$ cat src/rtl/sd_host_pkg.sv
// ============================================================================
// Module   : sd_host_pkg
// Purpose  : Shared sequencer state encoding and command-frame marker bits.
// Revision : 1.0  initial release
// ============================================================================
`default_nettype none

package sd_host_pkg;

  typedef enum logic [2:0] {
    ST_IDLE      = 3'd0,
    ST_SEND_REQ  = 3'd1,
    ST_SEND_REL  = 3'd2,
    ST_WAIT_RESP = 3'd3,
    ST_RESP_ACK  = 3'd4,
    ST_FINISH    = 3'd5
  } seq_state_e;

  // Leading bits of every command frame: start bit then transmission bit.
  localparam logic CMD_START_BIT = 1'b0;
  localparam logic CMD_TX_BIT    = 1'b1;

endpackage

`default_nettype wire

$ cat src/rtl/cmd_timeout_counter.sv
// ============================================================================
// Module   : cmd_timeout_counter
// Purpose  : Saturating response-window counter; expired on count TIMEOUT-1.
// Revision : 1.0  initial release
// ============================================================================
`default_nettype none

module cmd_timeout_counter #(
  parameter int TIMEOUT = 64
) (
  input  logic clock,
  input  logic reset,
  input  logic clear,
  input  logic enable,
  output logic expired
);

  localparam int CNT_W = $clog2(TIMEOUT + 1);
  localparam logic [CNT_W-1:0] LAST = CNT_W'(TIMEOUT - 1);

  logic [CNT_W-1:0] count;

  // Holds at LAST instead of wrapping so a late response still sees expiry.
  always_ff @(posedge clock or posedge reset) begin
    if (reset) begin
      count <= '0;
    end else if (clear) begin
      count <= '0;
    end else if (enable && (count != LAST)) begin
      count <= count + 1'b1;
    end
  end

  assign expired = (count == LAST);

endmodule

`default_nettype wire

$ cat src/rtl/cmd_sequencer.sv
// ============================================================================
// Module   : cmd_sequencer
// Purpose  : Command issue / response handshake sequencer with response
//            timeout; define CMD_SEQ_RETRY_EN to resend on timeout.
// Revision : 1.0  initial release
// ============================================================================
`default_nettype none

module cmd_sequencer
  import sd_host_pkg::*;
#(
  parameter int ARG_W     = 32,
  parameter int CMD_W     = 40,
  parameter int RESP_W    = 40,
  parameter int TIMEOUT   = 64,
  parameter int MAX_RETRY = 3
) (
  input  logic              clock,
  input  logic              reset,
  input  logic              start,
  input  logic [5:0]        cmd_index,
  input  logic [ARG_W-1:0]  argument_reg,
  input  logic              resp_expected,
  input  logic              ack_in,
  input  logic              req_in,
  input  logic [RESP_W-1:0] cmd_in,
  output logic              req_out,
  output logic [CMD_W-1:0]  cmd_out,
  output logic              ack_out,
  output logic [RESP_W-1:0] resp_out,
  output logic              done,
  output logic              timeout_err,
  output logic              idle_out
);

  seq_state_e state;
  seq_state_e next_state;

  logic resp_exp_lat;
  logic timer_clear;
  logic timer_en;
  logic timer_expired;
  logic start_ok;
  logic resp_hit;
  logic timeout_hit;
  logic retry_left;

  assign start_ok    = start && (state == ST_IDLE);
  assign resp_hit    = (state == ST_WAIT_RESP) && req_in;
  // A response on the final window cycle takes priority over the timeout.
  assign timeout_hit = (state == ST_WAIT_RESP) && !req_in && timer_expired;

  cmd_timeout_counter #(
    .TIMEOUT (TIMEOUT)
  ) u_timer (
    .clock   (clock),
    .reset   (reset),
    .clear   (timer_clear),
    .enable  (timer_en),
    .expired (timer_expired)
  );

`ifdef CMD_SEQ_RETRY_EN
  localparam int RETRY_W = (MAX_RETRY < 1) ? 1 : $clog2(MAX_RETRY + 1);

  logic [RETRY_W-1:0] retry_cnt;

  always_ff @(posedge clock or posedge reset) begin
    if (reset) begin
      retry_cnt <= '0;
    end else if (start_ok) begin
      retry_cnt <= '0;
    end else if (timeout_hit && retry_left) begin
      retry_cnt <= retry_cnt + 1'b1;
    end
  end

  assign retry_left = (retry_cnt < RETRY_W'(MAX_RETRY));
`else
  logic unused_max_retry;
  assign unused_max_retry = ^MAX_RETRY;
  assign retry_left       = 1'b0;
`endif

  always_ff @(posedge clock or posedge reset) begin
    if (reset) begin
      state <= ST_IDLE;
    end else begin
      state <= next_state;
    end
  end

  always_comb begin
    next_state = state;
    case (state)
      ST_IDLE: begin
        if (start) next_state = ST_SEND_REQ;
      end
      ST_SEND_REQ: begin
        if (ack_in) next_state = ST_SEND_REL;
      end
      ST_SEND_REL: begin
        if (!ack_in) next_state = resp_exp_lat ? ST_WAIT_RESP : ST_FINISH;
      end
      ST_WAIT_RESP: begin
        if (req_in) begin
          next_state = ST_RESP_ACK;
        end else if (timer_expired) begin
          next_state = retry_left ? ST_SEND_REQ : ST_FINISH;
        end
      end
      ST_RESP_ACK: begin
        if (!req_in) next_state = ST_FINISH;
      end
      ST_FINISH: begin
        next_state = ST_IDLE;
      end
      default: begin
        next_state = ST_IDLE;
      end
    endcase
  end

  always_comb begin
    req_out     = 1'b0;
    ack_out     = 1'b0;
    done        = 1'b0;
    idle_out    = 1'b0;
    timer_en    = 1'b0;
    timer_clear = 1'b1;
    case (state)
      ST_IDLE:      idle_out = 1'b1;
      ST_SEND_REQ:  req_out  = 1'b1;
      ST_WAIT_RESP: begin
        timer_en    = 1'b1;
        timer_clear = 1'b0;
      end
      ST_RESP_ACK:  ack_out  = 1'b1;
      ST_FINISH:    done     = 1'b1;
      default:      idle_out = 1'b0;
    endcase
  end

  // Frame is captured once per accepted start, so retries resend it unchanged.
  always_ff @(posedge clock or posedge reset) begin
    if (reset) begin
      cmd_out      <= '0;
      resp_exp_lat <= 1'b0;
      resp_out     <= '0;
      timeout_err  <= 1'b0;
    end else begin
      if (start_ok) begin
        cmd_out      <= CMD_W'({CMD_START_BIT, CMD_TX_BIT, cmd_index, argument_reg});
        resp_exp_lat <= resp_expected;
        timeout_err  <= 1'b0;
      end
      if (resp_hit) begin
        resp_out <= cmd_in;
      end
      if (timeout_hit && !retry_left) begin
        timeout_err <= 1'b1;
      end
    end
  end

endmodule

`default_nettype wire

$ cat config.mk
export PLATFORM = sky130hd
export DESIGN_NAME = cmd_sequencer
export DESIGN_NICKNAME = d
export VERILOG_FILES = /design/src/rtl/sd_host_pkg.sv /design/src/rtl/cmd_timeout_counter.sv /design/src/rtl/cmd_sequencer.sv
export SDC_FILE = /design/constraint.sdc
export NUM_CORES = 1
export LEC_CHECK = 0
export CAP_MARGIN = 10
export CORE_AREA = 2 2 100 102
export DETAILED_ROUTE_END_ITERATION = 8
export DIE_AREA = 0 0 102 104
export HOLD_SLACK_MARGIN = 0.1
export MAX_ROUTING_LAYER = met4
export PLACE_DENSITY = 0.77
export SLEW_MARGIN = 25
export SYNTH_ARGS = -nofsm -noshare
export SYNTH_HDL_FRONTEND = slang
export SYNTH_SLANG_ARGS = --single-unit
$ cat constraint.sdc
create_clock -name clock -period 4.5 [get_ports clock]
set_clock_uncertainty 0.2 [all_clocks]
set_input_delay 0.9 -clock clock [delete_from_list [all_inputs] [get_ports clock]]
set_output_delay 0.9 -clock clock [all_outputs]
set_load 0.1 [all_outputs]
==> impl_metrics.csv, run 1 <==
group,metric,value,unit
place,port_buffers,167,
worst_setup_path,ff2ff_path_depth,3,
clock_tree,cts_tree,"built",
clock_tree,cts_buffers,9,
worst_setup_path,worst_setup_path_end_kind,"output pin",
synth,ys_ff_latch,91,
flow_run,cap_violations,0,
detailed_routing,wl,8590,um
worst_setup_path,startpoint_type,"flip-flop",
place,dp_hpwl,6210,um
final_layout,area_delta_synth_final,50.3,%
synth,async_flop_share,1.00,
global_route,grt_max_degree,63,
global_route,first_global_vias,2719,
sta,timing_hold_violations_final,0,
synth,synthTopCellsByCount,"91 x dfrtp_1, 40 x mux2_1, 40 x mux2_4",
detailed_routing,ant_nets,0,
sta,setup_viol,0,
floorplanning,fp-row-count,36,
floorplanning,start_util,0.406,
sta,rsz0062_at_grt,"false",
detailed_routing,dr_wl_met3,634,um
global_route,antenna_found_initial,0,
clock_tree,post_cts_resized,0,
detailed_routing,wl_per_cell,15.5,um
sta,slew_headroom,0.308,
floorplanning,die_w,102,um
synth,synth_nets,335,
worst_setup_path,path_class,"reg -> out",
sta,tns,0,ns
floorplanning,coreArea,9550,um2
clock_tree,cts_sinks,91,
synth,seq_area_frac_synth,0.587,
worst_setup_path,worstPathRequired,3.40,ns
sta,slew_violations,0,
global_route,grt_pass1_wl,13800,um
worst_setup_path,cp_max_fo,11,
detailed_routing,m1WireLength,3570,um
global_route,overflow,0,
worst_setup_path,cp.arrival,2.47,ns
synth,ys.flop_type,"dfrtp_1",
synth,yosysMostFrequentCell,"dfrtp_1",
detailed_routing,dr.pass1.iters,4,
sta,finalCritPeriodShare,0.793,
sta,worst_pin_slew,1.03,ns
clock_tree,clk_pin_slew,0.09,ns
synth,synthCells,250,
detailed_routing,drc,0,
floorplanning,io_pins,169,
synth,syn_area,3880,um2
clock_tree,cts_hold_buf,0,
detailed_routing,via_count,2592,
final_layout,drive_above_1_share,0.157,
final_layout,fin_nets,500,
synth,synth-edff-count,0,
sta,fmax,0.280,GHz
floorplanning,dieHeight,104,um
floorplanning,die_area,10600,um2
synth,synth_warnings,0,
sta,min_period,3.57,ns
clock_tree,cts_root_buf,"clkbuf_8",
detailed_routing,avgViaCountPerCell,4.69,
synth,ys_types,37,
hold_path,whs_path_depth,1,
hold_path,hold_path.class,"reg -> reg",
synth,synth.area.top_cells,"dfrtp_1 59%, mux2_4 15%, mux2_1 12%",
status,outcome,"complete, no violations",
final_layout,antenna_cells,0,
synth,yosys.area.top_type,"dfrtp_1",
clock_tree,clkLatencyLatePin,0.35,ns
clock_tree,post-cts-setup-buffers,0,
global_route,grtUsageTotal,0.171,
detailed_routing,drtIter0Drc,75,
detailed_routing,wl_met2,4280,um
clock_tree,h-tree-depth,3,
detailed_routing,top_layer,"met4",
synth,syn_area_per_cell,15.5,um2
place,place_congestion,0.777,
synth,synth_top_area_frac,0.587,
clock_tree,cts_buffer_depth,2,
[worst paths after layout]
kind                        startpoint          end  slack (ns)
max                           state[0]      ack_out        0.93
min                        cmd_out[38]  cmd_out[38]        0.27
max reg2reg                   state[1]  cmd_out[14]        2.19
min reg2reg                cmd_out[38]  cmd_out[38]        0.27
max in group asynchronous        reset   cmd_out[8]        2.66
min in group asynchronous        reset   cmd_out[3]        0.76
[layout by cell type, fill, tap and decap left out, types with 2 or more instances in the layout]
cell type	n
clkdlybuf4s50_1	167
inv_1	3
bufinv_16	2
buf_4	2
clkinvlp_4	2
nand3_1	2
clkbuf_8	10
mux2_1	40
nand2_1	5
mux2i_1	2
nor2b_1	2
nor2_1	10
a21oi_1	4
nand2b_1	3
mux2_4	40
dfrtp_1	91
o21ai_0	3
a211oi_1	5
clkinv_4	2
a31oi_1	3
[layout make-up]
cell class | count | area [um2]
Multi-Input combinational cell | 139 | 1440
Fill cell | 788 | 3720
Clock inverter | 6 | 88.8
Clock buffer | 10 | 138
Tap cell | 133 | 166
Sequential cell | 91 | 2280
Inverter | 5 | 23.8
Timing Repair Buffer | 169 | 1690
[stage by stage]
step | setup WS, ns | instance area (um2) | cells | util | hold WS [ns]
6_report | 0.932 | 5820 | 553 | 0.610 | 0.268
5_1_grt | 0.831 | 5820 | 553 | 0.610 | 0.309
4_1_cts | 0.918 | 5820 | 553 | 0.610 | 0.273
3_5_place_dp | 1.32 | 5600 | 537 | 0.586 | 0.252
3_3_place_gp | 1.37 | 5590 | 537 | 0.586 | 0.246
2_1_floorplan | 1.04 | 3880 | 250 | - | 0.262
[critical path, cell delays in order, from the launching register on]
cell and delay (ns):
dfrtp_1 0.53, nor2_1 0.22, nand2_1 0.14, inv_1 0.10
clkdlybuf4s50_1 1.13
[state kept, by name, indices dropped and copies added (netlist names)]
name,count
timeout_err,1
cmd_out,39
u_timer.count,7
state,3
resp_out,40
resp_exp_lat,1
[logic make-up (layout without fill, tap and decap cells)]
logic type	after synthesis	in the layout	share of synthesized area
fa+ha+maj	1	1	0.00323
compound gates	20	20	0.0339
simple gates	33	33	0.0533
flops	91	91	0.587
mux	82	82	0.276
other cells	1	1	0.000967
buf+inv	20	190	0.0403
xor+xnor	2	2	0.00452
[metal layers]
layer,global-route usage,vias up
li1,-,1199
met1,0.206,1282
met2,0.278,99
met3,0.0403,12
met4,0.0629,0
met5,-,-
Power of run 1 is not shown: default switching activity piles up to over one toggle a cycle in this logic, so the estimate is an artifact.
==> run 2: changes to the inputs <==
Settings changed: CORE_AREA 2 2 100 102 to 2 2 104 106, DIE_AREA 0 0 102 104 to 0 0 106 108, PLACE_DENSITY 0.77 to 0.75.
Clock period 4.5 ns to 3.2 ns, I/O delays scaled along.
==> run 2 against run 1 <==
  * Die area grew 7.9%
  * Register-to-register slack lost 1.2 ns
  * Core utilization shrank 6.0 points
  * Routed wire length shrank 1.9%
  * Sequential cell count is the same
  * Largest cell class unchanged
==> impl_metrics.csv, run 2 (synthesis results as in run 1) <==
group,metric,value,unit
sta,setup_ws,0.733,ns
worst_setup_path,cp.arrival,1.63,ns
global_route,grtUsageTotal,0.146,
global_route,grt_max_degree,48,
detailed_routing,via_count,2573,
sta,setup_viol,0,
final_layout,largest_register_ffs,40,
sta,rsz0062_at_grt,"false",
final_layout,fin_nets,501,
final_layout,final_cell_mix,"91 x dfrtp_1, 85 x buf_4, 83 x clkdlybuf4s50_1, 40 x mux2_1, 40 x mux2_4",
clock_tree,cts_root_buf,"clkbuf_8",
worst_setup_path,worstPathRequired,2.36,ns
detailed_routing,avgViaCountPerCell,4.62,
clock_tree,cts_sinks,91,
floorplanning,start_util,0.379,
floorplanning,coreArea,10200,um2
sta,fmax,0.405,GHz
detailed_routing,ant_nets,0,
sta,min_period,2.47,ns
final_layout,fin_cells,557,
final_layout,antenna_cells,0,
global_route,first_global_vias,2581,
floorplanning,die_area,11400,um2
detailed_routing,drc,0,
floorplanning,die_w,106,um
worst_setup_path,rrSetupSlack,1.02,ns
global_route,grt_pass1_wl,12600,um
worst_setup_path,startpoint_type,"flip-flop",
sta,timing_hold_violations_final,0,
clock_tree,cts_tree,"built",
worst_setup_path,worst_setup_path_end_kind,"output pin",
clock_tree,cts_hold_buf,0,
floorplanning,dieHeight,108,um
worst_setup_path,path_class,"reg -> out",
place,port_buffers,167,
final_layout,drive_above_1_share,0.356,
final_layout,top_regs,"resp_out (40), cmd_out (39), u_timer.count (7)",
floorplanning,io_pins,169,
final_layout,area_delta_synth_final,45.0,%
sta,tns,0,ns
global_route,antenna_found_initial,0,
clock_tree,post-cts-setup-buffers,0,
clock_tree,cts_buffers,9,
flow_run,cap_violations,0,
sta,finalCritPeriodShare,0.771,
detailed_routing,dr.pass1.iters,4,
floorplanning,fp-row-count,37,
sta,slew_headroom,0.503,
clock_tree,h-tree-depth,3,
place,place_congestion,0.784,
detailed_routing,drtIter0Drc,97,
final_layout,layout_commonest_cell,"dfrtp_1",
sta,worst_pin_slew,0.745,ns
hold_path,hold_path.class,"reg -> reg",
global_route,overflow,0,
clock_tree,cts_buffer_depth,2,
sta,slew_violations,0,
worst_setup_path,cp_max_fo,11,
status,outcome,"complete, no violations",
place,place_inst,541,
clock_tree,post_cts_resized,0,
sta,holdWs,0.277,ns
detailed_routing,wl,8430,um
final_layout,max_flop_register,"resp_out",
clock_tree,clk_pin_slew,0.09,ns
place,dp_slack,0.605,ns
clock_tree,clkLatencyLatePin,0.36,ns
place,dp_hpwl,6290,um
final_layout,fillers,871,
detailed_routing,wl_per_cell,15.1,um
[run 2: changes by cell type in the layout (fill, tap and decap cells not counted), sizes merged]
cell and delta:
buf +85, bufinv -1, clkdlybuf4s50 -84, clkinv -2, clkinvlp +1, inv +2
[run 2: path summary, 6_finish.rpt]
kind | from | to | depth (start not counted)
hold reg to reg | cmd_out[38] | cmd_out[38] | 1
hold / removal | cmd_out[38] | cmd_out[38] | 1
setup reg to reg | state[1] | resp_out[36] | 4
min in group asynchronous | reset | cmd_out[4] | 2
setup / recovery | state[0] | ack_out | 4
max in group asynchronous | reset | resp_out[36] | 3
[run 2: final cells by class]
type / instances / area [um2] / share of cell area
Sequential cell: 91 / 2280 / 0.405
Timing Repair Buffer: 170 / 1510 / 0.268
Multi-Input combinational cell: 139 / 1440 / 0.257
Tap cell: 136 / 170 / 0.0303
Clock buffer: 10 / 128 / 0.0227
Clock inverter: 6 / 71.3 / 0.0127
Inverter: 5 / 22.5 / 0.00401
[run 2: metal layers]
metal | GRT usage | share of wire | vias up
met3 | 0.0313 | 0.058 | 11
li1 | - | - | 1201
met2 | 0.247 | 0.50 | 101
met5 | - | 0 | -
met4 | 0.0479 | 0.014 | 0
met1 | 0.177 | 0.43 | 1260
[run 2: critical path, cell delays in order (launching register included)]
cell     delay, ns
dfrtp_1       0.53
nor2_1        0.22
nand2_1       0.15
inv_1         0.09
buf_4         0.28
[run 2: stage by stage]
step                cell area [um2]   util
floorplan                      3880      -
global placement               5420  0.530
detailed placement             5420  0.530
CTS                            5620  0.549
global route                   5620  0.549
finish                         5620  0.549
Power of run 2 is left out for the same reason.
==> run 3: changes to the inputs <==
Settings changed: CORE_AREA 2 2 104 106 to 2 2 100 102, DIE_AREA 0 0 106 108 to 0 0 102 104, PLACE_DENSITY 0.75 to 0.77.
Clock period 3.2 ns to 2.41 ns, I/O delays scaled along.
==> run 3 against run 2 <==
  * Count of clock-buffer cells in the layout grew 1
  * Non-clock buffer count grew 4
  * Sequential cell count is the same
  * Critical endpoint unchanged
  * Worst hold slack is essentially flat
==> impl_metrics.csv, run 3 (synthesis results as in run 1) <==
group,metric,value,unit
place,place_congestion,0.739,
final_layout,top_regs,"resp_out (40), cmd_out (39), u_timer.count (7)",
flow_run,cap_violations,0,
global_route,antenna_found_initial,0,
place,dp_hpwl,6160,um
detailed_routing,dr.pass1.iters,6,
final_layout,final_cell_mix,"91 x dfrtp_1, 83 x clkdlybuf4s50_1, 83 x buf_4, 40 x mux2_1, 40 x mux2_4",
sta,setup_viol,0,
worst_setup_path,startpoint_type,"flip-flop",
floorplanning,coreArea,9550,um2
sta,finalCritPeriodShare,0.945,
clock_tree,cts_hold_buf,0,
detailed_routing,avgViaCountPerCell,4.65,
floorplanning,io_pins,169,
floorplanning,start_util,0.406,
final_layout,antenna_cells,0,
final_layout,finalInstanceArea,5730,um2
final_layout,max_flop_register,"resp_out",
sta,fmax,0.439,GHz
worst_setup_path,worstPathRequired,1.73,ns
worst_setup_path,worst_setup_path_end_kind,"output pin",
detailed_routing,wl_per_cell,14.8,um
worst_setup_path,ff2ff_path_depth,5,
detailed_routing,drtIter0Drc,58,
detailed_routing,ant_nets,0,
clock_tree,cts_tree,"built",
detailed_routing,wl,8290,um
final_layout,area_delta_synth_final,47.9,%
final_layout,layout_commonest_cell,"dfrtp_1",
worst_setup_path,path_class,"reg -> out",
worst_setup_path,slowest_stage,"dfrtp_1",
sta,setup_ws,0.132,ns
clock_tree,clkLatencyLatePin,0.34,ns
sta,slew_violations,0,
clock_tree,post_cts_resized,0,
worst_setup_path,cp_slowest_stage_delay,0.54,ns
clock_tree,post-cts-setup-buffers,0,
sta,min_period,2.28,ns
sta,holdWs,0.277,ns
global_route,grtUsageTotal,0.164,
floorplanning,fp-row-count,36,
clock_tree,cts_buffer_depth,2,
clock_tree,cts_buffers,9,
sta,timing_hold_violations_final,0,
worst_setup_path,cp_max_fo,11,
place,dpl-instance-area,5530,um2
clock_tree,cts_root_buf,"clkbuf_8",
global_route,first_global_vias,2744,
clock_tree,cts_sinks,91,
final_layout,fin_cells,558,
floorplanning,die_area,10600,um2
clock_tree,h-tree-depth,3,
clock_tree,clk_pin_slew,0.08,ns
hold_path,whs_path_depth,1,
floorplanning,dieHeight,104,um
sta,rsz0062_at_grt,"false",
global_route,grt_pass1_wl,13300,um
worst_setup_path,crit_chain,"nor2_1, nand2_1, inv_1, buf_12",
place,port_buffers,167,
place,dp_slack,0.194,ns
status,outcome,"complete, no violations",
place,place_inst,542,
detailed_routing,drc,0,
worst_setup_path,cp.arrival,1.60,ns
detailed_routing,via_count,2597,
floorplanning,die_w,102,um
global_route,overflow,0,
global_route,grt_max_degree,92,
hold_path,hold_path.class,"reg -> reg",
final_layout,fin_nets,505,
final_layout,drive_above_1_share,0.362,
final_layout,largest_register_ffs,40,
-- run 3: cell count changes in the layout (fill, tap and decap cells not counted), sizes merged --
cell,delta
clkbuf,+1
buf,+4
clkinv,+1
inv,-2
-- run 3: path summary, 6_finish.rpt --
kind                        startpoint  slack [ns]           end
setup / recovery              state[0]        0.13       ack_out
hold / removal             cmd_out[38]        0.28   cmd_out[38]
setup reg to reg              state[1]        0.42  resp_out[24]
hold reg to reg            cmd_out[38]        0.28   cmd_out[38]
max in group asynchronous        reset        1.21   cmd_out[10]
min in group asynchronous        reset        0.41   cmd_out[18]
-- run 3: routing by layer --
layer,routed length [um],track usage
met2,4260,0.271
met3,556,0.0464
met5,0,-
met4,91,0.0533
met1,3380,0.192
-- run 3: area by class of cell --
| cell class | instances | area, um2 |
|---|---|---|
| fill | 784 | 3810 |
| sequential | 91 | 2280 |
| timing repair buffer | 174 | 1610 |
| multi-input combinational | 139 | 1450 |
| tap | 133 | 166 |
| clock buffer | 11 | 141 |
| clock inverter | 5 | 62.6 |
| inverter | 5 | 22.5 |
-- run 3: stage by stage --
step                utilization  TNS [ns]
detailed placement        0.579         0
CTS                       0.600         0
global route              0.600         0
finish                    0.600         0
global placement          0.579         0
floorplan                     -    -0.445
-- run 3: worst max-delay path, delay by kind of cell, from the launching register on --
family        cells  cell delay (ns)
simple gates      2             0.38
flops             1             0.54
buf+inv           2             0.32
Power of run 3 is left out for the same reason.
